### src/rtl/icache_line_fill_pkg.sv
// Shared types and constants for the icache line-fill sequencer.
// Holds the state encoding, derived size helpers and the line-base mask.
package icache_line_fill_pkg;

  localparam logic [1:0] S_IDLE  = 2'd0;
  localparam logic [1:0] S_FLUSH = 2'd1;
  localparam logic [1:0] S_FETCH = 2'd2;
  localparam logic [1:0] S_WRITE = 2'd3;

  localparam int L2LINE_DEF  = 7;
  localparam int L2DEPTH_DEF = 6;

  function automatic int log2words(int l2line);
    return l2line - 5;
  endfunction

  function automatic int words(int l2line);
    return 1 << (l2line - 5);
  endfunction

  function automatic int tagsize(int l2line, int l2depth);
    return 32 - (l2line - 3) - l2depth;
  endfunction

  function automatic logic [31:0] line_base(
    logic [31:0] a,
    int          l2line
  );
    logic [31:0] m;
    m = (32'd1 << (l2line - 3)) - 32'd1;
    return a & ~m;
  endfunction

endpackage

### src/rtl/icache_line_fill_if.sv
// Word-read bus between the line-fill sequencer and memory.
// master: issues req/addr; slave: returns ready and in-order valid/data.
interface icache_line_fill_if;

  logic        rd_req;
  logic [31:0] rd_addr;
  logic        rd_ready;
  logic        rd_valid;
  logic [31:0] rd_data;

  modport master (
    output rd_req,
    output rd_addr,
    input  rd_ready,
    input  rd_valid,
    input  rd_data
  );

  modport slave (
    input  rd_req,
    input  rd_addr,
    output rd_ready,
    output rd_valid,
    output rd_data
  );

endinterface

### src/rtl/icache_fill_issue.sv
// Issue/receive counters with outstanding limit and wrap-order word index.
// start loads start_idx and clears counters; req_idx/rsp_idx are wrapped.
module icache_fill_issue
  import icache_line_fill_pkg::*;
#(
  parameter int LOG2WORDS       = 2,
  parameter int MAX_OUTSTANDING = 4
) (
  input  logic                 mem_clk,
  input  logic                 resetn,
  input  logic                 start,
  input  logic [LOG2WORDS-1:0] start_idx,
  input  logic                 req_fire,
  input  logic                 rsp_fire,
  output logic                 req_ok,
  output logic [LOG2WORDS-1:0] req_idx,
  output logic [LOG2WORDS-1:0] rsp_idx,
  output logic                 rsp_last,
  output logic                 rsp_full
);

  localparam int CW = LOG2WORDS + 1;
  localparam logic [CW-1:0] WORDS_C = CW'(1 << LOG2WORDS);
  localparam logic [CW-1:0] MAXO_C  = CW'(MAX_OUTSTANDING);
  localparam logic [CW-1:0] ONE_C   = CW'(1);

  logic [CW-1:0]        issued_q, issued_d;
  logic [CW-1:0]        recvd_q, recvd_d;
  logic [LOG2WORDS-1:0] start_q, start_d;
  logic [CW-1:0]        inflight;

  always_comb begin
    issued_d = issued_q;
    recvd_d  = recvd_q;
    start_d  = start_q;
    if (start) begin
      issued_d = '0;
      recvd_d  = '0;
      start_d  = start_idx;
    end else begin
      if (req_fire) issued_d = issued_q + ONE_C;
      if (rsp_fire) recvd_d  = recvd_q + ONE_C;
    end
  end

  always_ff @(posedge mem_clk or negedge resetn) begin
    if (!resetn) begin
      issued_q <= '0;
      recvd_q  <= '0;
      start_q  <= '0;
    end else begin
      issued_q <= issued_d;
      recvd_q  <= recvd_d;
      start_q  <= start_d;
    end
  end

  assign inflight = issued_q - recvd_q;
  assign req_ok   = (issued_q < WORDS_C) && (inflight < MAXO_C);
  // index arithmetic wraps naturally modulo WORDS
  assign req_idx  = start_q + issued_q[LOG2WORDS-1:0];
  assign rsp_idx  = start_q + recvd_q[LOG2WORDS-1:0];
  assign rsp_last = (recvd_q == WORDS_C - ONE_C);
  assign rsp_full = (recvd_q == WORDS_C);

endmodule

### src/rtl/icache_line_fill.sv
// Icache refill/flush sequencer: fetches a line as word reads, writes it to
// the fill port, and sweeps all indices on flush. Ports: miss_req/addr/ack,
// flush_req, busy, mem (icache_line_fill_if.master), fill_addr/data/we,
// fill_flush/fill_flush_idx, fill_done. Macro: ICACHE_CRITICAL_WORD_FIRST_EN
// selects missing-word-first fetch order (default: ascending from word 0).
module icache_line_fill
  import icache_line_fill_pkg::*;
#(
  parameter int LOG2CACHELINESIZE = L2LINE_DEF,
  parameter int LOG2CACHEDEPTH    = L2DEPTH_DEF,
  parameter int MAX_OUTSTANDING   = 4
) (
  input  logic                              mem_clk,
  input  logic                              resetn,
  input  logic                              miss_req,
  input  logic [31:0]                       miss_addr,
  output logic                              miss_ack,
  input  logic                              flush_req,
  output logic                              busy,
  icache_line_fill_if.master                mem,
  output logic [31:0]                       fill_addr,
  output logic [(1<<LOG2CACHELINESIZE)-1:0] fill_data,
  output logic                              fill_we,
  output logic                              fill_flush,
  output logic [LOG2CACHEDEPTH-1:0]         fill_flush_idx,
  output logic                              fill_done
);

  localparam int LW = log2words(LOG2CACHELINESIZE);
  localparam int LB = 1 << LOG2CACHELINESIZE;
  localparam logic [LOG2CACHEDEPTH-1:0] FIDX_LAST = '1;
  localparam logic [LOG2CACHEDEPTH-1:0] FIDX_ONE  =
    LOG2CACHEDEPTH'(1);

  logic [1:0]                state_q, state_d;
  logic [31:0]               base_q, base_d;
  logic                      ack_q, ack_d;
  logic                      pend_q, pend_d;
  logic [LOG2CACHEDEPTH-1:0] fidx_q, fidx_d;
  logic [LB-1:0]             data_q, data_d;

  logic          accept;
  logic [LW-1:0] start_idx;
  logic          req_ok;
  logic [LW-1:0] req_idx;
  logic [LW-1:0] rsp_idx;
  logic          rsp_last;
  logic          rsp_full;
  logic          req_fire;
  logic          rsp_fire;

`ifdef ICACHE_CRITICAL_WORD_FIRST_EN
  assign start_idx = miss_addr[LOG2CACHELINESIZE-4:2];
`else
  assign start_idx = '0;
`endif

  icache_fill_issue #(
    .LOG2WORDS       (LW),
    .MAX_OUTSTANDING (MAX_OUTSTANDING)
  ) u_issue (
    .mem_clk   (mem_clk),
    .resetn    (resetn),
    .start     (accept),
    .start_idx (start_idx),
    .req_fire  (req_fire),
    .rsp_fire  (rsp_fire),
    .req_ok    (req_ok),
    .req_idx   (req_idx),
    .rsp_idx   (rsp_idx),
    .rsp_last  (rsp_last),
    .rsp_full  (rsp_full)
  );

  assign mem.rd_req  = (state_q == S_FETCH) && req_ok;
  assign mem.rd_addr = {base_q[31:LOG2CACHELINESIZE-3], req_idx, 2'b00};
  assign req_fire    = mem.rd_req && mem.rd_ready;
  // stray or surplus responses are dropped
  assign rsp_fire    = (state_q == S_FETCH) && mem.rd_valid && !rsp_full;

  always_comb begin
    state_d = state_q;
    base_d  = base_q;
    ack_d   = 1'b0;
    pend_d  = pend_q;
    fidx_d  = fidx_q;
    data_d  = data_q;
    accept  = 1'b0;
    case (state_q)
      S_IDLE: begin
        if (flush_req || pend_q) begin
          state_d = S_FLUSH;
          pend_d  = 1'b0;
        end else if (miss_req) begin
          accept = 1'b1;
        end
      end
      S_FLUSH: begin
        fidx_d = fidx_q + FIDX_ONE;
        if (fidx_q == FIDX_LAST) begin
          fidx_d  = '0;
          state_d = S_IDLE;
          // a miss held through the sweep is taken on the way out
          if (miss_req) accept = 1'b1;
        end
      end
      S_FETCH: begin
        if (flush_req) pend_d = 1'b1;
        if (rsp_fire) begin
          data_d[32*int'(rsp_idx) +: 32] = mem.rd_data;
          if (rsp_last) state_d = S_WRITE;
        end
      end
      default: begin
        if (flush_req || pend_q) begin
          state_d = S_FLUSH;
          pend_d  = 1'b0;
        end else begin
          state_d = S_IDLE;
        end
      end
    endcase
    if (accept) begin
      state_d = S_FETCH;
      base_d  = line_base(miss_addr, LOG2CACHELINESIZE);
      ack_d   = 1'b1;
    end
  end

  always_ff @(posedge mem_clk or negedge resetn) begin
    if (!resetn) begin
      state_q <= S_IDLE;
      base_q  <= '0;
      ack_q   <= 1'b0;
      pend_q  <= 1'b0;
      fidx_q  <= '0;
      data_q  <= '0;
    end else begin
      state_q <= state_d;
      base_q  <= base_d;
      ack_q   <= ack_d;
      pend_q  <= pend_d;
      fidx_q  <= fidx_d;
      data_q  <= data_d;
    end
  end

  assign miss_ack       = ack_q;
  assign busy           = (state_q != S_IDLE) || pend_q || flush_req;
  assign fill_addr      = base_q;
  assign fill_data      = data_q;
  assign fill_we        = (state_q == S_WRITE);
  assign fill_done      = (state_q == S_WRITE);
  assign fill_flush     = (state_q == S_FLUSH);
  assign fill_flush_idx = fidx_q;

endmodule

### src/flat_wrapper.sv
// flat-port wrapper written by rule: the top's interface ports become plain ports
module icache_line_fill_flat import icache_line_fill_pkg::*;
#(
  parameter int LOG2CACHELINESIZE = L2LINE_DEF,
  parameter int LOG2CACHEDEPTH    = L2DEPTH_DEF,
  parameter int MAX_OUTSTANDING   = 4
)
  (mem_clk, resetn, miss_req, miss_addr, miss_ack, flush_req, busy, fill_addr, fill_data, fill_we, fill_flush, fill_flush_idx, fill_done, mem_rd_req, mem_rd_addr, mem_rd_ready, mem_rd_valid, mem_rd_data);
  icache_line_fill_if mem_i ();
  input  logic mem_clk;
  input  logic resetn;
  input  logic miss_req;
  input  logic [31:0] miss_addr;
  output logic miss_ack;
  input  logic flush_req;
  output logic busy;
  output logic [31:0] fill_addr;
  output logic [(1<<LOG2CACHELINESIZE)-1:0] fill_data;
  output logic fill_we;
  output logic fill_flush;
  output logic [LOG2CACHEDEPTH-1:0] fill_flush_idx;
  output logic fill_done;
  output wire logic [$bits(mem_i.rd_req)-1:0] mem_rd_req;
  output wire logic [$bits(mem_i.rd_addr)-1:0] mem_rd_addr;
  input wire logic [$bits(mem_i.rd_ready)-1:0] mem_rd_ready;
  input wire logic [$bits(mem_i.rd_valid)-1:0] mem_rd_valid;
  input wire logic [$bits(mem_i.rd_data)-1:0] mem_rd_data;
  assign mem_rd_req = mem_i.rd_req;
  assign mem_rd_addr = mem_i.rd_addr;
  assign mem_i.rd_ready = mem_rd_ready;
  assign mem_i.rd_valid = mem_rd_valid;
  assign mem_i.rd_data = mem_rd_data;
  icache_line_fill #(.LOG2CACHELINESIZE(LOG2CACHELINESIZE), .LOG2CACHEDEPTH(LOG2CACHEDEPTH), .MAX_OUTSTANDING(MAX_OUTSTANDING)) u_core (.mem_clk(mem_clk), .resetn(resetn), .miss_req(miss_req), .miss_addr(miss_addr), .miss_ack(miss_ack), .flush_req(flush_req), .busy(busy), .mem(mem_i), .fill_addr(fill_addr), .fill_data(fill_data), .fill_we(fill_we), .fill_flush(fill_flush), .fill_flush_idx(fill_flush_idx), .fill_done(fill_done));
endmodule
### config.mk
export PLATFORM = sky130hd
export DESIGN_NAME = icache_line_fill_flat
export DESIGN_NICKNAME = d
export VERILOG_FILES = /design/src/rtl/icache_line_fill_pkg.sv /design/src/rtl/icache_line_fill_if.sv /design/src/rtl/icache_fill_issue.sv /design/src/rtl/icache_line_fill.sv /design/src/flat_wrapper.sv
export SDC_FILE = /design/constraint.sdc
export NUM_CORES = 1
export LEC_CHECK = 0
export CELL_PAD_IN_SITES_DETAIL_PLACEMENT = 0
export CELL_PAD_IN_SITES_GLOBAL_PLACEMENT = 1
export CORE_MARGIN = 1
export CORE_UTILIZATION = 33
export DETAILED_ROUTE_END_ITERATION = 16
export HOLD_SLACK_MARGIN = 0.02
export PLACE_DENSITY_LB_ADDON = 0.1
export RECOVER_POWER = 50
export SLEW_MARGIN = 20
export SYNTH_ARGS = -nofsm -noshare
export SYNTH_HDL_FRONTEND = slang
export SYNTH_SLANG_ARGS = --single-unit
### constraint.sdc
create_clock -name mem_clk -period 2.65 [get_ports mem_clk]
set_input_delay 0.265 -clock mem_clk [delete_from_list [all_inputs] [get_ports mem_clk]]
set_output_delay 0.265 -clock mem_clk [all_outputs]
set_load 0.02 [all_outputs]
==> results of run 1 <==
timing repair:
action | in CTS | in global routing
gates resized for setup | 1 | 0
setup endpoints to repair | 1 | 0
hold endpoints to repair | 56 | 0
hold buffers | 1 | 0
Yosys cell counts, types with 4 or more instances:
| master | number | share of area |
|---|---|---|
| inv_1 | 6 | 0.0031 |
| mux2_2 | 29 | 0.045 |
| buf_4 | 37 | 0.038 |
| dfrtp_1 | 172 | 0.59 |
| xnor2_1 | 4 | 0.0048 |
| nand2b_1 | 5 | 0.0043 |
| nor2_1 | 8 | 0.0041 |
| nand3_1 | 7 | 0.0048 |
| a21oi_1 | 5 | 0.0035 |
| o21ai_0 | 133 | 0.092 |
| nand2_1 | 263 | 0.14 |
| nor3_1 | 5 | 0.0035 |
| buf_6 | 4 | 0.0062 |
| ha_1 | 8 | 0.014 |
| clkbuf_1 | 37 | 0.019 |
report_power, final:
| part | switching, mW | internal [mW] |
|---|---|---|
| logic | 1.59 | 1.32 |
| registers | 0.278 | 2.93 |
| clock network | 1.12 | 1.41 |
| total | 2.98 | 5.66 |
sequential cells by signal, summed over array words and instances (netlist names):
signal,flops
u_core.fill_addr,28
u_core.fill_data,128
u_core.fill_flush_idx,6
u_core.miss_ack,1
u_core.pend_q,1
u_core.state_q,2
u_core.u_issue.issued_q,3
u_core.u_issue.recvd_q,3
logic make-up after synthesis:
| logic type | after synthesis | synth area share |
|---|---|---|
| AO/OA/AOI/OAI | 147 | 0.1063 |
| adder cells (fa/ha/maj) | 8 | 0.01381 |
| multiplexers | 31 | 0.04782 |
| AND/OR/NAND/NOR | 300 | 0.1654 |
| flip-flops | 172 | 0.5938 |
| XOR/XNOR | 4 | 0.004833 |
| other | 1 | 0.0005174 |
| buffers and inverters | 85 | 0.06749 |
layout make-up:
cell class	count	area [um2]	area share
multi-input cells	496	2516	0.2367
clock buffers	17	425.4	0.04001
inverters	6	22.52	0.002118
clock inverters	15	165.2	0.01553
well taps	275	344.1	0.03236
repair buffers	283	2854	0.2684
flip-flops and latches	172	4304	0.4049
per-layer routing:
| metal | global-route usage | up-vias | wire, um |
|---|---|---|---|
| met4 | 0.05707 | 0 | 277 |
| met2 | 0.3109 | 195 | 9690 |
| met5 | 0 | - | 0 |
| met3 | 0.06545 | 21 | 1752 |
| met1 | 0.2565 | 2727 | 9333 |
| li1 | - | 2875 | - |
final timing paths:
kind | end | startpoint | depth (start not counted) | slack, ns
worst max-delay path | mem_rd_req | u_core.u_issue.recvd_q[1] | 6 | 0.30
worst min-delay path | u_core.fill_addr[30] | miss_addr[30] | 2 | 0.45
worst max register to register | u_core.fill_data[44] | u_core.u_issue.recvd_q[0] | 7 | 0.30
worst min register to register | u_core.fill_data[5] | u_core.fill_data[5] | 2 | 0.47
max in group asynchronous | u_core.fill_data[59] | resetn | 3 | 0.49
min in group asynchronous | u_core.fill_data[57] | resetn | 2 | 0.83
==> impl_metrics.env, run 1 <==
export IMPL_fmax_mhz=425.2
export IMPL_layout_drive_gt1_share=0.08999
export IMPL_grt_max_degree=65
export IMPL_ys_seq_area_frac=0.5938
export IMPL_ys_seq_elements=172
export IMPL_start_util=0.3405
export IMPL_drt_initial_drc_count=265
export IMPL_min_period_ns=2.352
export IMPL_yosysWarnings=0
export IMPL_worst_path_buf_inv=2
export IMPL_final_cell_mix="nand2_1 (263), dfrtp_1 (172), clkdlybuf4s50_1 (170)"
export IMPL_hp_class="primary input to flip-flop"
export IMPL_placed_area_um2=10050
export IMPL_grt_antenna_before_repair=0
export IMPL_cp_end_kind="output port"
export IMPL_cts_buffers=17
export IMPL_dieHeight_um=150.2
export IMPL_slew_headroom=-0.1549
export IMPL_final_setup_skew_ns=0.01123
export IMPL_path_cells="inv_1 -> ha_1 -> a21oi_1 -> xnor2_1 -> nor3_1 -> dlygate4sd2_1"
export IMPL_synth_distinct_cells=34
export IMPL_wl_per_cell_um=16.66
export IMPL_grt_pass1_wl_mm=33.38
export IMPL_grt_setup_unrepaired="no"
export IMPL_avgViaCountPerCell=4.603
export IMPL_routabilityCongestion=0.7322
export IMPL_critPathSlowestCell="dfrtp_1"
export IMPL_peakVddDrop_v=0.0004304
export IMPL_synthCells=748
export IMPL_p_leak_nw=4.737
export IMPL_ys_flop_type="dfrtp_1"
export IMPL_die_w_um=150.2
export IMPL_dp_cells=1231
export IMPL_stdcell_count=1264
export IMPL_grt_pass1_vias=5723
export IMPL_timing_hold_ws_ns=0.4496
export IMPL_synth_edf_count=0
export IMPL_cts_setup_buffers=0
export IMPL_drc=0
export IMPL_antenna_cells=0
export IMPL_gr_total_overflow=0
export IMPL_p_total_mw=8.645
export IMPL_status="finished, violations left"
export IMPL_fin_util=0.4994
export IMPL_grt_util_all_layers=0.1969
export IMPL_num_vias=5818
export IMPL_core_um2=21290
export IMPL_fin_ws_ns=0.2979
export IMPL_violations="capacitance limit, slew limit"
export IMPL_worst_pin_slew_ns=1.732
export IMPL_setup_viol=0
export IMPL_final_area_um2=10630
export IMPL_num_io_pins=274
export IMPL_clk_pin_slew_ns=0.07
export IMPL_dr_pass1_iters=5
export IMPL_clock_path_buffers=2
export IMPL_cts_root_buffer="clkbuf_16"
export IMPL_clk_latency_ns=0.43
export IMPL_hold_viol=0
export IMPL_layout_cells_most_common="nand2_1"
export IMPL_area_growth_synth_to_final_pct=46.68
export IMPL_cp_data_arrival_time_ns=2.09
export IMPL_n_fill_cell=2011
export IMPL_clock_sinks=172
export IMPL_cp_required_ns=2.38
export IMPL_place_ws_ns=0.2466
export IMPL_cts_max_level=4
export IMPL_rows=53
export IMPL_cts_tree="yes"
export IMPL_period_share=0.8876
export IMPL_crit_path_max_fanout=4
export IMPL_power_density_nw_per_um2=813.1
export IMPL_portBuffers=263
export IMPL_slew_viol_final=60
export IMPL_synthArstFlopShare=1.000
export IMPL_crit_family="buffers and inverters"
export IMPL_maxCapViolCount=1
export IMPL_synth_area_um2=7248
export IMPL_dieArea_um2=22560
export IMPL_antenna_left=0
export IMPL_cp_start_kind="flip-flop"
export IMPL_final_nets=1054
export IMPL_syn_area_per_cell_um2=9.690
export IMPL_cp_slowest_stage_delay_ns=0.40
export IMPL_routed_wl_mm=21.05
export IMPL_tns_ns=0
export IMPL_crit_type="flip-flop to output port"
export IMPL_hpwl_mm=14.17
Note: power is estimated with default switching activity, not from simulation.
==> run 2: changes to the inputs <==
--- a/config.mk
+++ b/config.mk
@@ -7,6 +7,7 @@
 export LEC_CHECK = 0
 export CELL_PAD_IN_SITES_DETAIL_PLACEMENT = 0
 export CELL_PAD_IN_SITES_GLOBAL_PLACEMENT = 1
+export CORE_ASPECT_RATIO = 0.8
 export CORE_MARGIN = 1
 export CORE_UTILIZATION = 33
 export DETAILED_ROUTE_END_ITERATION = 16
==> impl_metrics.env, run 2 (same netlist as run 1, synthesis figures left out) <==
export IMPL_place_ws_ns=0.3658
export IMPL_rows=48
export IMPL_grt_max_degree=65
export IMPL_grt_antenna_before_repair=0
export IMPL_routabilityCongestion=0.7407
export IMPL_clock_path_buffers=2
export IMPL_cts_max_level=4
export IMPL_cp_data_arrival_time_ns=2.09
export IMPL_final_setup_skew_ns=0.01098
export IMPL_wl_per_cell_um=16.54
export IMPL_cp_end_kind="output port"
export IMPL_gr_total_overflow=0
export IMPL_portBuffers=263
export IMPL_peakVddDrop_v=0.0003642
export IMPL_cts_buffers=17
export IMPL_n_fill_cell=2033
export IMPL_hold_depth=2
export IMPL_final_nets=1053
export IMPL_p_leak_nw=4.751
export IMPL_tns_ns=0
export IMPL_hpwl_mm=14.28
export IMPL_stdcell_count=1261
export IMPL_largest_register_ffs=128
export IMPL_cp_required_ns=2.38
export IMPL_dieHeight_um=134.6
export IMPL_clk_pin_slew_ns=0.07
export IMPL_clock_sinks=172
export IMPL_hp_class="primary input to flip-flop"
export IMPL_maxCapViolCount=0
export IMPL_drt_initial_drc_count=310
export IMPL_grt_pass1_vias=5551
export IMPL_cts_tree="yes"
export IMPL_cts_setup_buffers=0
export IMPL_grt_setup_unrepaired="no"
export IMPL_status="completed"
export IMPL_dr_pass1_iters=5
export IMPL_worst_pin_slew_ns=1.445
export IMPL_power_density_nw_per_um2=831.9
export IMPL_dieArea_um2=22560
export IMPL_slew_viol_final=0
export IMPL_hold_viol=0
export IMPL_drc=0
export IMPL_core_um2=21560
export IMPL_dp_cells=1230
export IMPL_antenna_cells=0
export IMPL_fin_ws_ns=0.2907
export IMPL_cts_root_buffer="clkbuf_16"
export IMPL_clk_latency_ns=0.42
export IMPL_final_cell_mix="nand2_1 (263), dfrtp_1 (172), clkdlybuf4s50_1 (170)"
export IMPL_avgViaCountPerCell=4.598
export IMPL_min_period_ns=2.359
export IMPL_antenna_left=0
export IMPL_layout_drive_gt1_share=0.08722
export IMPL_cp_start_kind="flip-flop"
export IMPL_grt_pass1_wl_mm=32.71
export IMPL_start_util=0.3362
export IMPL_routed_wl_mm=20.85
export IMPL_slew_headroom=0.03665
export IMPL_period_share=0.8903
export IMPL_num_vias=5798
export IMPL_area_growth_synth_to_final_pct=46.71
export IMPL_crit_path_max_fanout=11
export IMPL_fmax_mhz=423.9
export IMPL_grt_util_all_layers=0.1884
export IMPL_crit_type="flip-flop to output port"
export IMPL_num_io_pins=274
export IMPL_ff2ff_path_depth=8
export IMPL_layout_cells_most_common="nand2_1"
export IMPL_setup_viol=0
export IMPL_die_w_um=167.7
-- run 2: cell types whose count changed in the layout (fill, tap and decap cells not counted), sizes merged --
cell / change
inv: -1
buf: +1
bufinv: +3
clkinv: -6
clkbuf: -1
clkinvlp: +1
-- run 2: timing repair --
item | 4_1_cts | 5_1_grt
endpoints found under the setup margin | 1 | 0
gates resized for setup | 1 | 0
hold buffers | 1 | 0
hold endpoints to repair | 48 | 0
-- run 2: layout make-up --
class                   count  area [um2]  area share
clock buffers              18       429.2     0.04036
clock inverters            12       212.7     0.02000
inverters                   6       22.52    0.002118
multi-input cells         496        2516      0.2366
flip-flops and latches    172        4304      0.4048
well taps                 275       344.1     0.03236
repair buffers            282        2805      0.2638
-- run 2: worst paths after layout --
check	start	endpoint	slack, ns
worst max register to register	u_core.u_issue.recvd_q[0]	u_core.fill_data[113]	0.36
min in group asynchronous	resetn	u_core.fill_data[122]	0.70
worst min-delay path	miss_addr[15]	u_core.fill_addr[15]	0.45
worst max-delay path	u_core.state_q[1]	fill_flush	0.29
worst min register to register	u_core.fill_data[54]	u_core.fill_data[54]	0.47
max in group asynchronous	resetn	u_core.fill_data[32]	0.59
-- run 2: power by group --
group | internal, mW | switching, mW | total (mW)
Combinational | 1.30 | 1.56 | 2.86
Clock | 1.68 | 1.10 | 2.78
Sequential | 2.93 | 0.277 | 3.21
Total | 5.91 | 2.93 | 8.85
-- run 2: worst max-delay path, stage by stage (launching register included) --
cell	delay, ns
dfrtp_1	0.49
nand2b_1	0.27
inv_1	0.25
clkdlybuf4s50_1	0.65
-- run 2: metrics by stage --
stage	power, mW	hold slack [ns]	util	cell area (um2)
floorplan	4.944	-0.03059	-	7267
global placement	6.171	0.2565	0.4635	9993
detailed placement	6.190	0.2583	0.4635	9993
CTS	8.996	0.3697	0.4937	10640
global route	9.284	0.4359	0.4932	10630
finish	8.847	0.4480	0.4932	10630
-- run 2: metal layers --
layer / part of all wire / global-route usage / wire (um)
met1: 0.49 / 0.2651 / 10310
met2: 0.42 / 0.2766 / 8798
met3: 0.070 / 0.06213 / 1470
met4: 0.013 / 0.05097 / 270
met5: 0 / 0 / 0
